$ cat config.mk
export PLATFORM = sky130hd
export DESIGN_NAME = afu_ctrl_regs_flat
export DESIGN_NICKNAME = d
export VERILOG_FILES = /design/src/rtl/afu_ctrl_regs_if.sv /design/src/rtl/afu_ctrl_regs.sv /design/src/flat_wrapper.sv
export SDC_FILE = /design/constraint.sdc
export NUM_CORES = 1
export LEC_CHECK = 0
export ABC_AREA = 0
export BUFFER_PORTS_ARGS = -buffer_cell sky130_fd_sc_hd__buf_2
export CAP_MARGIN = 40
export CELL_PAD_IN_SITES_DETAIL_PLACEMENT = 2
export CELL_PAD_IN_SITES_GLOBAL_PLACEMENT = 2
export CORE_UTILIZATION = 36
export CTS_CLUSTER_DIAMETER = 50
export CTS_CLUSTER_SIZE = 24
export DETAILED_ROUTE_END_ITERATION = 8
export GPL_TIMING_DRIVEN = 0
export HOLD_SLACK_MARGIN = 0.08
export PLACE_DENSITY_LB_ADDON = 0.1
export SETUP_SLACK_MARGIN = 0.05
export SLEW_MARGIN = 20
export SYNTH_ARGS = -nofsm -noshare
export SYNTH_HDL_FRONTEND = slang
export SYNTH_SLANG_ARGS = --single-unit
export TNS_END_PERCENT = 100
$ cat constraint.sdc
create_clock -name ap_clk -period 4.5 [get_ports ap_clk]
set_input_delay 0.45 -clock ap_clk [delete_from_list [all_inputs] [get_ports ap_clk]]
set_output_delay 0.45 -clock ap_clk [all_outputs]
set_load 0.05 [all_outputs]
$ cat src/rtl/afu_ctrl_regs_if.sv
// AXI4-Lite control-port bundle between the shell (master) and afu_ctrl_regs (slave).
// A beat transfers on every rising edge where both valid and ready are high; valid
// never waits on ready, and payload is held stable while valid is high and ready is low.
interface afu_ctrl_regs_if #(
  parameter int ADDR_WIDTH = 8
) ();
  logic                  awvalid;
  logic                  awready;
  logic [ADDR_WIDTH-1:0] awaddr;
  logic                  wvalid;
  logic                  wready;
  logic [31:0]           wdata;
  logic [3:0]            wstrb;
  logic                  bvalid;
  logic                  bready;
  logic [1:0]            bresp;
  logic                  arvalid;
  logic                  arready;
  logic [ADDR_WIDTH-1:0] araddr;
  logic                  rvalid;
  logic                  rready;
  logic [31:0]           rdata;
  logic [1:0]            rresp;

  modport slave (
    input  awvalid, awaddr, wvalid, wdata, wstrb, bready, arvalid, araddr, rready,
    output awready, wready, bvalid, bresp, arready, rvalid, rdata, rresp
  );

  modport master (
    output awvalid, awaddr, wvalid, wdata, wstrb, bready, arvalid, araddr, rready,
    input  awready, wready, bvalid, bresp, arready, rvalid, rdata, rresp
  );
endinterface

$ cat src/rtl/afu_ctrl_regs.sv
// AXI4-Lite control slave: ap_ctrl start/done/idle/ready handshake, interrupt
// enable/status, read-only capability word and NUM_ARGS 64-bit kernel arguments.
module afu_ctrl_regs #(
  parameter int ADDR_WIDTH = 8,
  parameter int DATA_WIDTH = 32,
  parameter int NUM_ARGS   = 4
) (
  input  logic                    ap_clk,
  input  logic                    ap_rst_n,
  afu_ctrl_regs_if.slave          s_axi_ctrl,
  input  logic [63:0]             dev_caps,
  output logic                    ap_start,
  input  logic                    ap_ready,
  input  logic                    ap_done,
  input  logic                    ap_idle,
  output logic [64*NUM_ARGS-1:0]  args,
  output logic                    interrupt,
  output logic [1:0]              dbg_wr_state_o,
  output logic                    dbg_rd_state_o
);

  localparam int IDX_W = ADDR_WIDTH - 2;

  if (DATA_WIDTH != 32) begin : g_bad_data_width
    $error("afu_ctrl_regs: DATA_WIDTH must be 32");
  end
  if (NUM_ARGS < 1 || NUM_ARGS > 16) begin : g_bad_num_args
    $error("afu_ctrl_regs: NUM_ARGS must be in 1..16");
  end
  if (32 + 8 * NUM_ARGS > (1 << ADDR_WIDTH)) begin : g_bad_addr_width
    $error("afu_ctrl_regs: ADDR_WIDTH too small for NUM_ARGS");
  end

  typedef enum logic [1:0] {W_ADDR = 2'd0, W_DATA = 2'd1, W_RESP = 2'd2} wr_state_e;
  typedef enum logic       {R_ADDR = 1'b0, R_DATA = 1'b1} rd_state_e;

  wr_state_e              wr_state_q, wr_state_d;
  rd_state_e              rd_state_q, rd_state_d;
  logic [IDX_W-1:0]       aw_idx_q, aw_idx_d;
  logic [31:0]            rdata_q, rdata_d;
  logic                   start_q, start_d;
  logic                   auto_restart_q, auto_restart_d;
  logic                   gie_q, gie_d;
  logic [1:0]             ier_q, ier_d;
  logic [1:0]             isr_q, isr_d;
  logic                   done_q, done_d;
  logic                   ready_q, ready_d;
  logic [64*NUM_ARGS-1:0] args_q, args_d;

  logic                   aw_fire, w_fire, ar_fire;
  logic [IDX_W-1:0]       rd_idx;
  logic [31:0]            rd_word;
  logic                   ctrl_wr;
  logic                   unused_addr_lsbs;

  assign aw_fire = (wr_state_q == W_ADDR) && s_axi_ctrl.awvalid;
  assign w_fire  = (wr_state_q == W_DATA) && s_axi_ctrl.wvalid;
  assign ar_fire = (rd_state_q == R_ADDR) && s_axi_ctrl.arvalid;
  assign rd_idx  = s_axi_ctrl.araddr[ADDR_WIDTH-1:2];
  assign ctrl_wr = w_fire && s_axi_ctrl.wstrb[0];
  assign unused_addr_lsbs = ^{s_axi_ctrl.awaddr[1:0], s_axi_ctrl.araddr[1:0]};

  // Write FSM: state register / next state / outputs
  always_ff @(posedge ap_clk or negedge ap_rst_n) begin
    if (!ap_rst_n) wr_state_q <= W_ADDR;
    else           wr_state_q <= wr_state_d;
  end

  always_comb begin
    wr_state_d = wr_state_q;
    case (wr_state_q)
      W_ADDR:  if (s_axi_ctrl.awvalid) wr_state_d = W_DATA;
      W_DATA:  if (s_axi_ctrl.wvalid)  wr_state_d = W_RESP;
      W_RESP:  if (s_axi_ctrl.bready)  wr_state_d = W_ADDR;
      default: wr_state_d = W_ADDR;
    endcase
  end

  always_comb begin
    s_axi_ctrl.awready = (wr_state_q == W_ADDR);
    s_axi_ctrl.wready  = (wr_state_q == W_DATA);
    s_axi_ctrl.bvalid  = (wr_state_q == W_RESP);
    s_axi_ctrl.bresp   = 2'b00;
  end

  // Read FSM: state register / next state / outputs
  always_ff @(posedge ap_clk or negedge ap_rst_n) begin
    if (!ap_rst_n) rd_state_q <= R_ADDR;
    else           rd_state_q <= rd_state_d;
  end

  always_comb begin
    rd_state_d = rd_state_q;
    case (rd_state_q)
      R_ADDR:  if (s_axi_ctrl.arvalid) rd_state_d = R_DATA;
      R_DATA:  if (s_axi_ctrl.rready)  rd_state_d = R_ADDR;
      default: rd_state_d = R_ADDR;
    endcase
  end

  always_comb begin
    s_axi_ctrl.arready = (rd_state_q == R_ADDR);
    s_axi_ctrl.rvalid  = (rd_state_q == R_DATA);
    s_axi_ctrl.rdata   = rdata_q;
    s_axi_ctrl.rresp   = 2'b00;
  end

  // Read mux sees only registered state, so a same-cycle write is not visible yet.
  always_comb begin
    rd_word = '0;
    case (rd_idx)
      IDX_W'(0): rd_word = {24'd0, auto_restart_q, 3'd0, ready_q, ap_idle, done_q, start_q};
      IDX_W'(1): rd_word = {31'd0, gie_q};
      IDX_W'(2): rd_word = {30'd0, ier_q};
      IDX_W'(3): rd_word = {30'd0, isr_q};
      IDX_W'(4): rd_word = dev_caps[31:0];
      IDX_W'(5): rd_word = dev_caps[63:32];
      default:   rd_word = '0;
    endcase
    for (int i = 0; i < NUM_ARGS; i++) begin
      if (rd_idx == IDX_W'(8 + 2 * i)) rd_word = args_q[64*i +: 32];
      if (rd_idx == IDX_W'(9 + 2 * i)) rd_word = args_q[64*i + 32 +: 32];
    end
  end

  // Register next state; hardware sets are applied last so they win over clears.
  always_comb begin
    aw_idx_d       = aw_fire ? s_axi_ctrl.awaddr[ADDR_WIDTH-1:2] : aw_idx_q;
    rdata_d        = ar_fire ? rd_word : rdata_q;
    start_d        = start_q;
    auto_restart_d = auto_restart_q;
    gie_d          = gie_q;
    ier_d          = ier_q;
    isr_d          = isr_q;
    done_d         = done_q;
    ready_d        = ready_q;
    args_d         = args_q;

    if (ap_ready && !auto_restart_q) start_d = 1'b0;
    if (ctrl_wr && aw_idx_q == IDX_W'(0)) begin
      if (s_axi_ctrl.wdata[0]) start_d = 1'b1;
      auto_restart_d = s_axi_ctrl.wdata[7];
    end
    if (ctrl_wr && aw_idx_q == IDX_W'(1)) gie_d = s_axi_ctrl.wdata[0];
    if (ctrl_wr && aw_idx_q == IDX_W'(2)) ier_d = s_axi_ctrl.wdata[1:0];
    if (ctrl_wr && aw_idx_q == IDX_W'(3)) isr_d = isr_q & ~s_axi_ctrl.wdata[1:0];
    if (ap_done && ier_q[0])  isr_d[0] = 1'b1;
    if (ap_ready && ier_q[1]) isr_d[1] = 1'b1;

    if (ar_fire && rd_idx == IDX_W'(0)) begin
      done_d  = 1'b0;
      ready_d = 1'b0;
    end
    if (ap_done)  done_d  = 1'b1;
    if (ap_ready) ready_d = 1'b1;

    for (int i = 0; i < NUM_ARGS; i++) begin
      for (int b = 0; b < 4; b++) begin
        if (w_fire && s_axi_ctrl.wstrb[b] && aw_idx_q == IDX_W'(8 + 2 * i))
          args_d[64*i + 8*b +: 8] = s_axi_ctrl.wdata[8*b +: 8];
        if (w_fire && s_axi_ctrl.wstrb[b] && aw_idx_q == IDX_W'(9 + 2 * i))
          args_d[64*i + 32 + 8*b +: 8] = s_axi_ctrl.wdata[8*b +: 8];
      end
    end
  end

  always_ff @(posedge ap_clk or negedge ap_rst_n) begin
    if (!ap_rst_n) begin
      aw_idx_q       <= '0;
      rdata_q        <= '0;
      start_q        <= 1'b0;
      auto_restart_q <= 1'b0;
      gie_q          <= 1'b0;
      ier_q          <= '0;
      isr_q          <= '0;
      done_q         <= 1'b0;
      ready_q        <= 1'b0;
      args_q         <= '0;
    end else begin
      aw_idx_q       <= aw_idx_d;
      rdata_q        <= rdata_d;
      start_q        <= start_d;
      auto_restart_q <= auto_restart_d;
      gie_q          <= gie_d;
      ier_q          <= ier_d;
      isr_q          <= isr_d;
      done_q         <= done_d;
      ready_q        <= ready_d;
      args_q         <= args_d;
    end
  end

  assign ap_start       = start_q;
  assign args           = args_q;
  assign interrupt      = gie_q & (|isr_q);
  assign dbg_wr_state_o = wr_state_q;
  assign dbg_rd_state_o = rd_state_q;

endmodule

$ cat src/flat_wrapper.sv
// flat-port wrapper written by rule: the top's interface ports become plain ports
module afu_ctrl_regs_flat 
#(
  parameter int ADDR_WIDTH = 8,
  parameter int DATA_WIDTH = 32,
  parameter int NUM_ARGS   = 4
)
  (ap_clk, ap_rst_n, dev_caps, ap_start, ap_ready, ap_done, ap_idle, args, interrupt, dbg_wr_state_o, dbg_rd_state_o, s_axi_ctrl_awvalid, s_axi_ctrl_awaddr, s_axi_ctrl_wvalid, s_axi_ctrl_wdata, s_axi_ctrl_wstrb, s_axi_ctrl_bready, s_axi_ctrl_arvalid, s_axi_ctrl_araddr, s_axi_ctrl_rready, s_axi_ctrl_awready, s_axi_ctrl_wready, s_axi_ctrl_bvalid, s_axi_ctrl_bresp, s_axi_ctrl_arready, s_axi_ctrl_rvalid, s_axi_ctrl_rdata, s_axi_ctrl_rresp);
  afu_ctrl_regs_if #(.ADDR_WIDTH(ADDR_WIDTH)) s_axi_ctrl_i ();
  input  logic ap_clk;
  input  logic ap_rst_n;
  input  logic [63:0] dev_caps;
  output logic ap_start;
  input  logic ap_ready;
  input  logic ap_done;
  input  logic ap_idle;
  output logic [64*NUM_ARGS-1:0] args;
  output logic interrupt;
  output logic [1:0] dbg_wr_state_o;
  output logic dbg_rd_state_o;
  input wire logic [$bits(s_axi_ctrl_i.awvalid)-1:0] s_axi_ctrl_awvalid;
  input wire logic [$bits(s_axi_ctrl_i.awaddr)-1:0] s_axi_ctrl_awaddr;
  input wire logic [$bits(s_axi_ctrl_i.wvalid)-1:0] s_axi_ctrl_wvalid;
  input wire logic [$bits(s_axi_ctrl_i.wdata)-1:0] s_axi_ctrl_wdata;
  input wire logic [$bits(s_axi_ctrl_i.wstrb)-1:0] s_axi_ctrl_wstrb;
  input wire logic [$bits(s_axi_ctrl_i.bready)-1:0] s_axi_ctrl_bready;
  input wire logic [$bits(s_axi_ctrl_i.arvalid)-1:0] s_axi_ctrl_arvalid;
  input wire logic [$bits(s_axi_ctrl_i.araddr)-1:0] s_axi_ctrl_araddr;
  input wire logic [$bits(s_axi_ctrl_i.rready)-1:0] s_axi_ctrl_rready;
  output wire logic [$bits(s_axi_ctrl_i.awready)-1:0] s_axi_ctrl_awready;
  output wire logic [$bits(s_axi_ctrl_i.wready)-1:0] s_axi_ctrl_wready;
  output wire logic [$bits(s_axi_ctrl_i.bvalid)-1:0] s_axi_ctrl_bvalid;
  output wire logic [$bits(s_axi_ctrl_i.bresp)-1:0] s_axi_ctrl_bresp;
  output wire logic [$bits(s_axi_ctrl_i.arready)-1:0] s_axi_ctrl_arready;
  output wire logic [$bits(s_axi_ctrl_i.rvalid)-1:0] s_axi_ctrl_rvalid;
  output wire logic [$bits(s_axi_ctrl_i.rdata)-1:0] s_axi_ctrl_rdata;
  output wire logic [$bits(s_axi_ctrl_i.rresp)-1:0] s_axi_ctrl_rresp;
  assign s_axi_ctrl_i.awvalid = s_axi_ctrl_awvalid;
  assign s_axi_ctrl_i.awaddr = s_axi_ctrl_awaddr;
  assign s_axi_ctrl_i.wvalid = s_axi_ctrl_wvalid;
  assign s_axi_ctrl_i.wdata = s_axi_ctrl_wdata;
  assign s_axi_ctrl_i.wstrb = s_axi_ctrl_wstrb;
  assign s_axi_ctrl_i.bready = s_axi_ctrl_bready;
  assign s_axi_ctrl_i.arvalid = s_axi_ctrl_arvalid;
  assign s_axi_ctrl_i.araddr = s_axi_ctrl_araddr;
  assign s_axi_ctrl_i.rready = s_axi_ctrl_rready;
  assign s_axi_ctrl_awready = s_axi_ctrl_i.awready;
  assign s_axi_ctrl_wready = s_axi_ctrl_i.wready;
  assign s_axi_ctrl_bvalid = s_axi_ctrl_i.bvalid;
  assign s_axi_ctrl_bresp = s_axi_ctrl_i.bresp;
  assign s_axi_ctrl_arready = s_axi_ctrl_i.arready;
  assign s_axi_ctrl_rvalid = s_axi_ctrl_i.rvalid;
  assign s_axi_ctrl_rdata = s_axi_ctrl_i.rdata;
  assign s_axi_ctrl_rresp = s_axi_ctrl_i.rresp;
  afu_ctrl_regs #(.ADDR_WIDTH(ADDR_WIDTH), .DATA_WIDTH(DATA_WIDTH), .NUM_ARGS(NUM_ARGS)) u_core (.ap_clk(ap_clk), .ap_rst_n(ap_rst_n), .s_axi_ctrl(s_axi_ctrl_i), .dev_caps(dev_caps), .ap_start(ap_start), .ap_ready(ap_ready), .ap_done(ap_done), .ap_idle(ap_idle), .args(args), .interrupt(interrupt), .dbg_wr_state_o(dbg_wr_state_o), .dbg_rd_state_o(dbg_rd_state_o));
endmodule
# After elaboration in Yosys (flattened, before gate mapping)
# Index checks and enable logic that the tools add are counted.
[word_totals]
ff_bits = 306
input_bits = 126
output_inout_bits = 302
wordCells = 159
[op_classes]
n_eq_ne = 29
n_mux = 25
bitwise = 4
reduce_logical = 57
[ops]
columns = ["operator", "count"]
rows = [
  ["2-to-1 mux 32 bit", 8],
  ["case mux 32 bit (6 select lines)", 1],
  ["equality test 6 x 4 -> 1 bit, second input constant", 16],
  ["logical AND 1 bit", 47],
  ["equality test 6 x 2 -> 1 bit, second input constant", 4],
  ["equality test 6 x 1 -> 1 bit, second input constant", 2],
  ["equality test 6 x 3 -> 1 bit, second input constant", 2],
  ["zero test 6 bit", 2],
  ["2-to-1 mux 1 bit", 10],
  ["2-to-1 mux 2 bit", 4],
  ["nonzero test 2 bit", 4],
  ["inequality test 2 bit, second input constant", 3],
  ["case mux 2 bit (3 select lines)", 1],
  ["AND reduction 3 bit", 1],
  ["bitwise AND 2 bit", 1],
  ["equality test 2 x 1 -> 1 bit, second input constant", 1],
  ["equality test 2 bit, second input constant", 1],
  ["zero test 2 bit", 1],
  ["NOT 2 bit", 1],
  ["case mux 1 bit (2 select lines)", 1],
  ["OR reduction 2 bit", 1],
  ["bitwise AND 1 bit", 1],
  ["zero test 1 bit", 1],
  ["NOT 1 bit", 1],
]

# Depth between registers and ports, before layout
# Gate-level depths: netlist of run 1.
[depth]
word_depth = 10
depth_mapped = 9
ltp_nobuf = 5

# Worst setup path before layout of run 1
# Ideal clock, no wire load.
[synth_path]
path_type = "register to register"
startpoint = "reg u_core.wr_state_q[0], in the netlist u_core.dbg_wr_state_o[0]"
endpoint = "reg u_core.aw_idx_q[0]"
setup_time_ps = 125
arrival_ps = 2149
setup_slack_ps = 2226
path_stages_with_launch = 5
period_less_slack_ps = 2274
cell_sequence = "dfrtp_1 -> nor2_1 -> and2_1 -> clkbuf_1 -> mux2_2"
[synth_between]
elab_chain_cells = 2
[synth_lines]
columns = ["element", "line_no", "rtl"]
rows = [
  ["start: declaration", "afu_ctrl_regs.sv:37", "wr_state_e wr_state_q, wr_state_d;"],
  ["start signal: assignment", "afu_ctrl_regs.sv:66", "else wr_state_q <= wr_state_d;"],
  ["zero test 2 bit", "-", ""],
  ["net s_axi_ctrl_awready", "flat_wrapper.sv:30", "output wire logic [$bits(s_axi_ctrl_i.awready)-1:0] s_axi_ctrl_awready;"],
  ["logical AND 1 bit", "afu_ctrl_regs.sv:56", "assign aw_fire = (wr_state_q == W_ADDR) && s_axi_ctrl.awvalid;"],
  ["end signal: assignment", "afu_ctrl_regs.sv:180", "aw_idx_q <= aw_idx_d;"],
  ["end: declaration", "afu_ctrl_regs.sv:39", "logic [IDX_W-1:0] aw_idx_q, aw_idx_d;"],
]
# The timed path passes the listed nets, and every way through them passes these cells.
# A chain may end at the register's enable or synchronous reset.

# Final worst setup path of run 1
[layout_path]
startpoint = "reg u_core.aw_idx_q[0]"
endpoint = "reg u_core.args_q[111], in the netlist u_core.args[111]"
[layout_between]
elab_chain_cells = 2
[layout_lines]
columns = ["element", "line_no", "rtl"]
rows = [
  ["equality test 6 x 4 -> 1 bit", "afu_ctrl_regs.sv:161", "if (w_fire && s_axi_ctrl.wstrb[b] && aw_idx_q == IDX_W'(9 + 2 * i))"],
  ["logical AND 1 bit", "afu_ctrl_regs.sv:161", ""],
  ["end signal: assignment", "afu_ctrl_regs.sv:189", "args_q <= args_d;"],
  ["end: declaration", "afu_ctrl_regs.sv:48", "logic [64*NUM_ARGS-1:0] args_q, args_d;"],
]
# No other way between the ends.

==> out/qor.yml, run 1 <==
yosys:
  synth_edf_count: 0
  async_flop_share_pct: 100
  syn_avg_cell_area_um2: 12.1
  synth_warnings: 0
  synth_flop_cell: "dfrtp_1"
  yosysUniqueCellTypes: 65
  synth-seq-cells: 306
  yosysSeqAreaShare_pct: 51.3
  netlist_area_mm2: 0.0149
  synth_cells: 1239
critical_path:
  r2r-start: "u_core.aw_idx_q[0]$_DFFE_PN0P_"
  cp.required_ns: 4.95
  path_max_fanout: 10
  path_class: "flop to flop"
  critPathLaunchType: "flop"
  reg2regPathDepth: 5
  cp-startpoint: "u_core.aw_idx_q[0]$_DFFE_PN0P_"
  r2r_slack_ns: 1.81
  arrival_ns: 3.14
  end_kind: "flop"
  rr_endpoint: "u_core.args[111]$_DFFE_PN0P_"
floorplanning:
  die_w_um: 206
  io_pins: 428
  die_h_um: 206
  coreArea_mm2: 0.0409
  initial_core_util_pct: 36.5
  rows: 74
  die_area_mm2: 0.0423
hold_path:
  hold_depth: 2
  holdPathEnd: "u_core.aw_idx_q[3]$_DFFE_PN0P_"
  hp-class: "input port to flop"
  min_from: "s_axi_ctrl_awaddr[5]"
grt:
  grt_pass1_wl_um: 101000
  grt_use_total_pct: 33.8
  grt_overflow: 0
  antenna_found_initial: 8
  grt_pass1_vias: 14200
  grt_max_degree: 93
clock_network:
  clk_pin_slew_ns: 0.06
  htreeDepth: 2
  clk_path_buf_depth: 3
  cts_tree: "done"
  cts_root_buf: "clkbuf_16"
  cts.sinks: 306
  holdBufCountCts: 2
  cts_resized: 0
  clk_latency_ns: 0.57
  numCtsBuffers: 41
  cts_setup_buffers: 0
status:
  outcome: "completed"
timing:
  finalCritPeriodShare_pct: 59.7
  rsz0062_at_grt: "no"
  setup_violations: 0
  holdWs_ns: 0.108
  post-route-min-period_ns: 2.69
  tightestPinTransition_ns: 0.932
  hold_viol: 0
  maxSlewHeadroom_pct: 37.8
  fin_skew_ns: 0.0118
  slew_violations: 0
  timing.fmax_mhz: 372
  timing.final.ws_setup_ns: 1.81
flow_run:
  max_cap_viol_count: 0
routing:
  antenna_left: 0
  drt-total-wl_um: 72100
  vias: 13300
  drc: 0
  wl_per_cell_um: 31.4
  first_iter_violations: 841
  drt-pass1-iter-count: 5
  viasPerCell: 5.80
final_layout:
  fin_cells: 2297
  final_area_mm2: 0.0195
  drive_above_1_share_pct: 50.0
  syn2layout_area_growth_pct: 30.4
  nNetsFinal: 1856
placement:
  post-place-ws_ns: 1.30
  placed_cells: 2209
  placed_cell_area_mm2: 0.0179
  hpwl_um: 52300
  gp_congestion: 0.868
  io_buffer_count: 416
power:
  ir_drop_mv: 0.332
  totalPowerFinal_w: 0.0112
  p_per_area_mw_per_mm2: 575
  leakagePower_nw: 10.2
-- flip-flops by register name, indices dropped and copies added (netlist names) --
register	count
u_core.ap_start	1
u_core.args	256
u_core.auto_restart_q	1
u_core.aw_idx_q	6
u_core.dbg_rd_state_o	1
u_core.dbg_wr_state_o	2
u_core.done_q	1
u_core.gie_q	1
u_core.ier_q	2
u_core.isr_q	2
u_core.ready_q	1
u_core.s_axi_ctrl.rdata	32
-- final cells by class --
| cell class | count | area [um2] |
|---|---|---|
| Antenna cell | 3 | 7.51 |
| Buffer | 82 | 405 |
| Clock buffer | 49 | 1140 |
| Clock inverter | 26 | 287 |
| Fill cell | 4282 | 21400 |
| Inverter | 11 | 41.3 |
| Multi-Input combinational cell | 843 | 6850 |
| Sequential cell | 306 | 7660 |
| Tap cell | 532 | 666 |
| Timing Repair Buffer | 445 | 2440 |
-- cell usage after synthesis, drive strengths merged, types with 15 or more instances --
| master | count | area share (%) |
|---|---|---|
| a21o | 21 | 1.1 |
| nand2 | 55 | 1.4 |
| dfrtp | 306 | 51 |
| o22ai | 25 | 1.0 |
| a21oi | 78 | 2.6 |
| mux2i | 27 | 1.8 |
| a31oi | 17 | 0.71 |
| nor2 | 65 | 2.0 |
| nor2b | 15 | 0.63 |
| a22oi | 18 | 0.90 |
| buf | 40 | 1.7 |
| clkbuf | 42 | 1.1 |
| o22a | 17 | 1.0 |
| o21ai | 66 | 2.2 |
| mux2 | 300 | 23 |
-- worst max-delay path by stage --
| stage | cells past startpoint | to | slack (ns) |
|---|---|---|---|
| 2_1_floorplan | 4 | u_core.aw_idx_q[0]$_DFFE_PN0P_ | 2.23 |
| 5_1_grt | 5 | u_core.args[108]$_DFFE_PN0P_ | 1.82 |
| 6_report | 5 | u_core.args[111]$_DFFE_PN0P_ | 1.81 |
| 4_1_cts | 5 | u_core.args[111]$_DFFE_PN0P_ | 1.86 |
| 3_5_place_dp | 8 | u_core.s_axi_ctrl.rdata[17]$_DFFE_PN0P_ | 1.30 |
| 3_3_place_gp | 1 | u_core.args[180]$_DFFE_PN0P_ | -3.19 |
-- per-stage QoR --
stage / util [%] / TNS, ns
finish: 47.6 / 0
detailed placement: 43.9 / 0
CTS: 47.4 / 0
global placement: 43.2 / -957.85
global route: 47.6 / 0
floorplan: - / 0
-- power breakdown --
part	total, W	switching (W)	internal (W)
Combinational	0.00393	0.00288	0.00105
Sequential	0.00383	0.000534	0.00330
Clock	0.00343	0.00145	0.00199
Total	0.0112	0.00486	0.00634
-- cells in the final DEF, fill, tap and decap left out, types with 8 or more instances in the layout --
master,instances
buf_2,435
dfrtp_1,306
mux2_2,300
a21oi_1,78
o21ai_0,65
nor2_1,57
nand2_1,51
clkbuf_1,43
clkbuf_16,43
mux2i_1,27
o22ai_1,25
a21o_1,21
a22oi_1,18
o22a_1,17
a31oi_1,17
buf_6,16
buf_4,16
nor2b_1,15
inv_1,11
nand3_1,10
nor3_1,9
buf_1,8
a221o_1,8
inv_6,8
-- critical path, stage by stage (launching register included) --
cell	delay [ns]
dfrtp_1	0.38
clkbuf_1	0.45
nand4_1	0.45
nor2_1	0.65
buf_4	0.28
mux2_2	0.35
-- logic make-up after synthesis --
family,count (synthesis),synth area share (%)
and+or+nand+nor,194,6.68
other,1,0.0251
DFF,306,51.3
buffers and inverters,93,2.99
AOI/OAI and AO/OA,311,13.6
muxes,334,25.5
-- per-layer routing --
layer	GRT usage (%)	wire (um)
met1	42.7	30000
met2	56.4	34800
met3	7.38	5050
met4	12.6	2150
met5	0	65
Power figures use the tool's default switching activity.
==> run 2: changes to the inputs <==
ABC_AREA = 1   (was 0)
CORE_UTILIZATION = 26   (was 36)
clock period = 2.4 ns   (was 4.5 ns; I/O delays follow)
==> run 2 against run 1 <==
Net effect: flip-flop and latch count unchanged; global-route usage decreased by 6.4 points; cell area decreased by 2.4%; count of clock-buffer cells in the layout increased by 4; fmax increased by 17%; synthesized cell count increased by 34%; clock power increased by 110%; clock skew increased by 0.0029 ns; power increased by 110%; cell count increased by 26%; register-to-register slack got worse by 1.7 ns; hold slack got worse by 0.0017 ns; largest cell class unchanged.
==> out/qor.yml, run 2 <==
status:
  outcome: "completed"
floorplanning:
  initial_core_util_pct: 26.5
  rows: 83
  die_area_mm2: 0.0537
  die_h_um: 232
  coreArea_mm2: 0.0517
  io_pins: 428
  die_w_um: 232
yosys:
  yosysSeqAreaShare_pct: 55.8
  yosys-top-cells-count: "nand2_1, dfrtp_1, o21ai_0"
  synth_most_common_cell: "nand2_1"
  synth_flop_cell: "dfrtp_1"
  synth-seq-cells: 306
  netlist_area_mm2: 0.0137
  netlist.area_leader.share_pct: 55.8
  yosysUniqueCellTypes: 28
  synth_area_leaders: "dfrtp_1, nand2_1, o21ai_0, nand4_1, inv_1"
  synth_warnings: 0
  async_flop_share_pct: 100
  synth_edf_count: 0
  syn_avg_cell_area_um2: 8.27
  synth_area_leader_cell: "dfrtp_1"
  synth_cells: 1658
critical_path:
  cp.depth: 6
  slowest_stage: "nor2_2"
  arrival_ns: 2.78
  cp.required_ns: 2.89
  reg2regPathDepth: 6
  crit_top_cell: "nor2_2"
  cp_num_buf_inv: 1
  crit_chain: "nor2_2 -> nand3_1 -> nor2_2 -> buf_4 -> nor2_1 -> a21oi_1"
  slowest_delay_ns: 0.55
  critPathLaunchType: "flop"
  path_max_fanout: 10
  end_kind: "flop"
  path_class: "flop to flop"
  crit_family: "simple AND/OR/NAND/NOR gates"
final_layout:
  utilization_pct: 36.8
  largest_reg_flops: 256
  layout_commonest_cell: "nand2_1"
  drive_above_1_share_pct: 27.9
  layout_common_cells: "nand2_1, buf_2, dfrtp_1"
  nNetsFinal: 2305
  syn2layout_area_growth_pct: 38.7
routing:
  drt-total-wl_um: 73800
  wl_per_cell_um: 25.5
  vias: 14300
  first_iter_violations: 568
  antenna_left: 0
  drc: 0
  drt-pass1-iter-count: 5
  viasPerCell: 4.94
clock_network:
  cts.sinks: 306
  numCtsBuffers: 48
  cts_tree: "done"
  htreeDepth: 2
  clk_path_buf_depth: 3
  cts_root_buf: "clkbuf_16"
  clk_latency_ns: 0.58
  clk_pin_slew_ns: 0.06
timing:
  rsz0062_at_grt: "yes"
  hold_viol: 0
  timing.final.ws_setup_ns: 0.111
  timing.fmax_mhz: 437
  fin_setup_tns_ns: 0
  tightestPinTransition_ns: 0.875
  fin_skew_ns: 0.0147
  post-route-min-period_ns: 2.29
  slew_violations: 0
  setup_violations: 0
  finalCritPeriodShare_pct: 95.4
  maxSlewHeadroom_pct: 41.6
placement:
  gp_congestion: 0.811
  io_buffer_count: 417
  post-place-ws_ns: -0.352
  hpwl_um: 53900
power:
  ir_drop_mv: 0.686
  leakagePower_nw: 9.99
  p_per_area_mw_per_mm2: 1260
grt:
  grt_use_total_pct: 27.4
  grt_overflow: 0
  grt_pass1_vias: 15400
  grt_pass1_wl_um: 107000
  antenna_found_initial: 3
  grt_max_degree: 91
hold_path:
  hp-class: "input port to flop"
  hold_depth: 3
flow_run:
  max_cap_viol_count: 0
[run 2: cell count changes in the layout (fill, tap and decap cells not counted), moves of 19 or more]
cell	change
a21o_1	-21
clkbuf_1	-19
dlygate4sd3_1	+38
inv_1	+98
mux2_2	-296
mux2i_1	-27
nand2_1	+516
nand4_1	+65
o21ai_0	+195
o21ai_1	+23
o22ai_1	-25
[run 2: path summary, 6_finish.rpt]
path	from	end	slack (ns)
worst min-delay path	s_axi_ctrl_wdata[23]	u_core.args[55]$_DFFE_PN0P_	0.11
worst min register to register	u_core.s_axi_ctrl.rdata[14]$_DFFE_PN0P_	u_core.s_axi_ctrl.rdata[14]$_DFFE_PN0P_	0.48
worst max register to register	u_core.aw_idx_q[5]$_DFFE_PN0P_	u_core.args[13]$_DFFE_PN0P_	0.11
worst max-delay path	u_core.aw_idx_q[5]$_DFFE_PN0P_	u_core.args[13]$_DFFE_PN0P_	0.11
max in group asynchronous	ap_rst_n	u_core.args[206]$_DFFE_PN0P_	0.87
min in group asynchronous	ap_rst_n	u_core.args[35]$_DFFE_PN0P_	0.18
[run 2: kinds of logic (layout without fill, tap and decap cells)]
logic type | after synthesis | after routing | share of synthesized area [%]
flops | 306 | 306 | 55.8
other cells | 1 | 5 | 0.0273
mux | 4 | 4 | 0.328
simple gates | 769 | 769 | 23.2
buf+inv | 198 | 755 | 6.20
compound gates | 380 | 380 | 14.4
[run 2: per-layer routing]
metal | wire length [um] | up-vias | global-route usage (%)
li1 | - | 6502 | -
met1 | 32600 | 7335 | 35.7
met2 | 35000 | 383 | 45.1
met3 | 4240 | 97 | 6.52
met4 | 1880 | 4 | 7.75
met5 | 24 | - | 0
[run 2: what timing repair did]
action / CTS / global route
hold buffers: 39 / 1
setup buffers: 2 / 1
gates resized for setup: 18 / 42
endpoints found under the setup margin: 228 / 132
hold endpoints to repair: 382 / 1
pin swaps: 1 / 1
[run 2: worst register-to-register path: stages (launching register included)]
cell,delay [ns]
dfrtp_1,0.39
nor2_2,0.27
nand3_1,0.51
nor2_2,0.56
buf_4,0.28
nor2_1,0.06
a21oi_1,0.13
[run 2: stage by stage]
stage / hold WS, ns / cells / cell area [um2] / total power (W)
after detailed placement: 0.191 / 2766 / 16800 / 0.0166
after global routing: 0.0815 / 2898 / 19000 / 0.0249
after CTS: 0.0816 / 2896 / 18900 / 0.0241
final: 0.106 / 2899 / 19000 / 0.0240
after floorplan: -0.0556 / 1661 / 13700 / 0.0136
after global placement: 0.433 / 2758 / 16700 / 0.0164
[run 2: power breakdown]
group          internal [W]  switching (W)
sequential          0.00653        0.00134
clock               0.00436        0.00294
combinational       0.00175        0.00702
total                0.0126         0.0113
[run 2: layout make-up]
cell class / instances / area [um2]
Fill cell: 5990 / 32700
Sequential cell: 306 / 7660
Multi-Input combinational cell: 1157 / 5300
Timing Repair Buffer: 468 / 2670
Clock buffer: 53 / 1270
Tap cell: 680 / 851
Inverter: 117 / 439
Buffer: 81 / 435
Clock inverter: 36 / 393
Antenna cell: 1 / 2.50
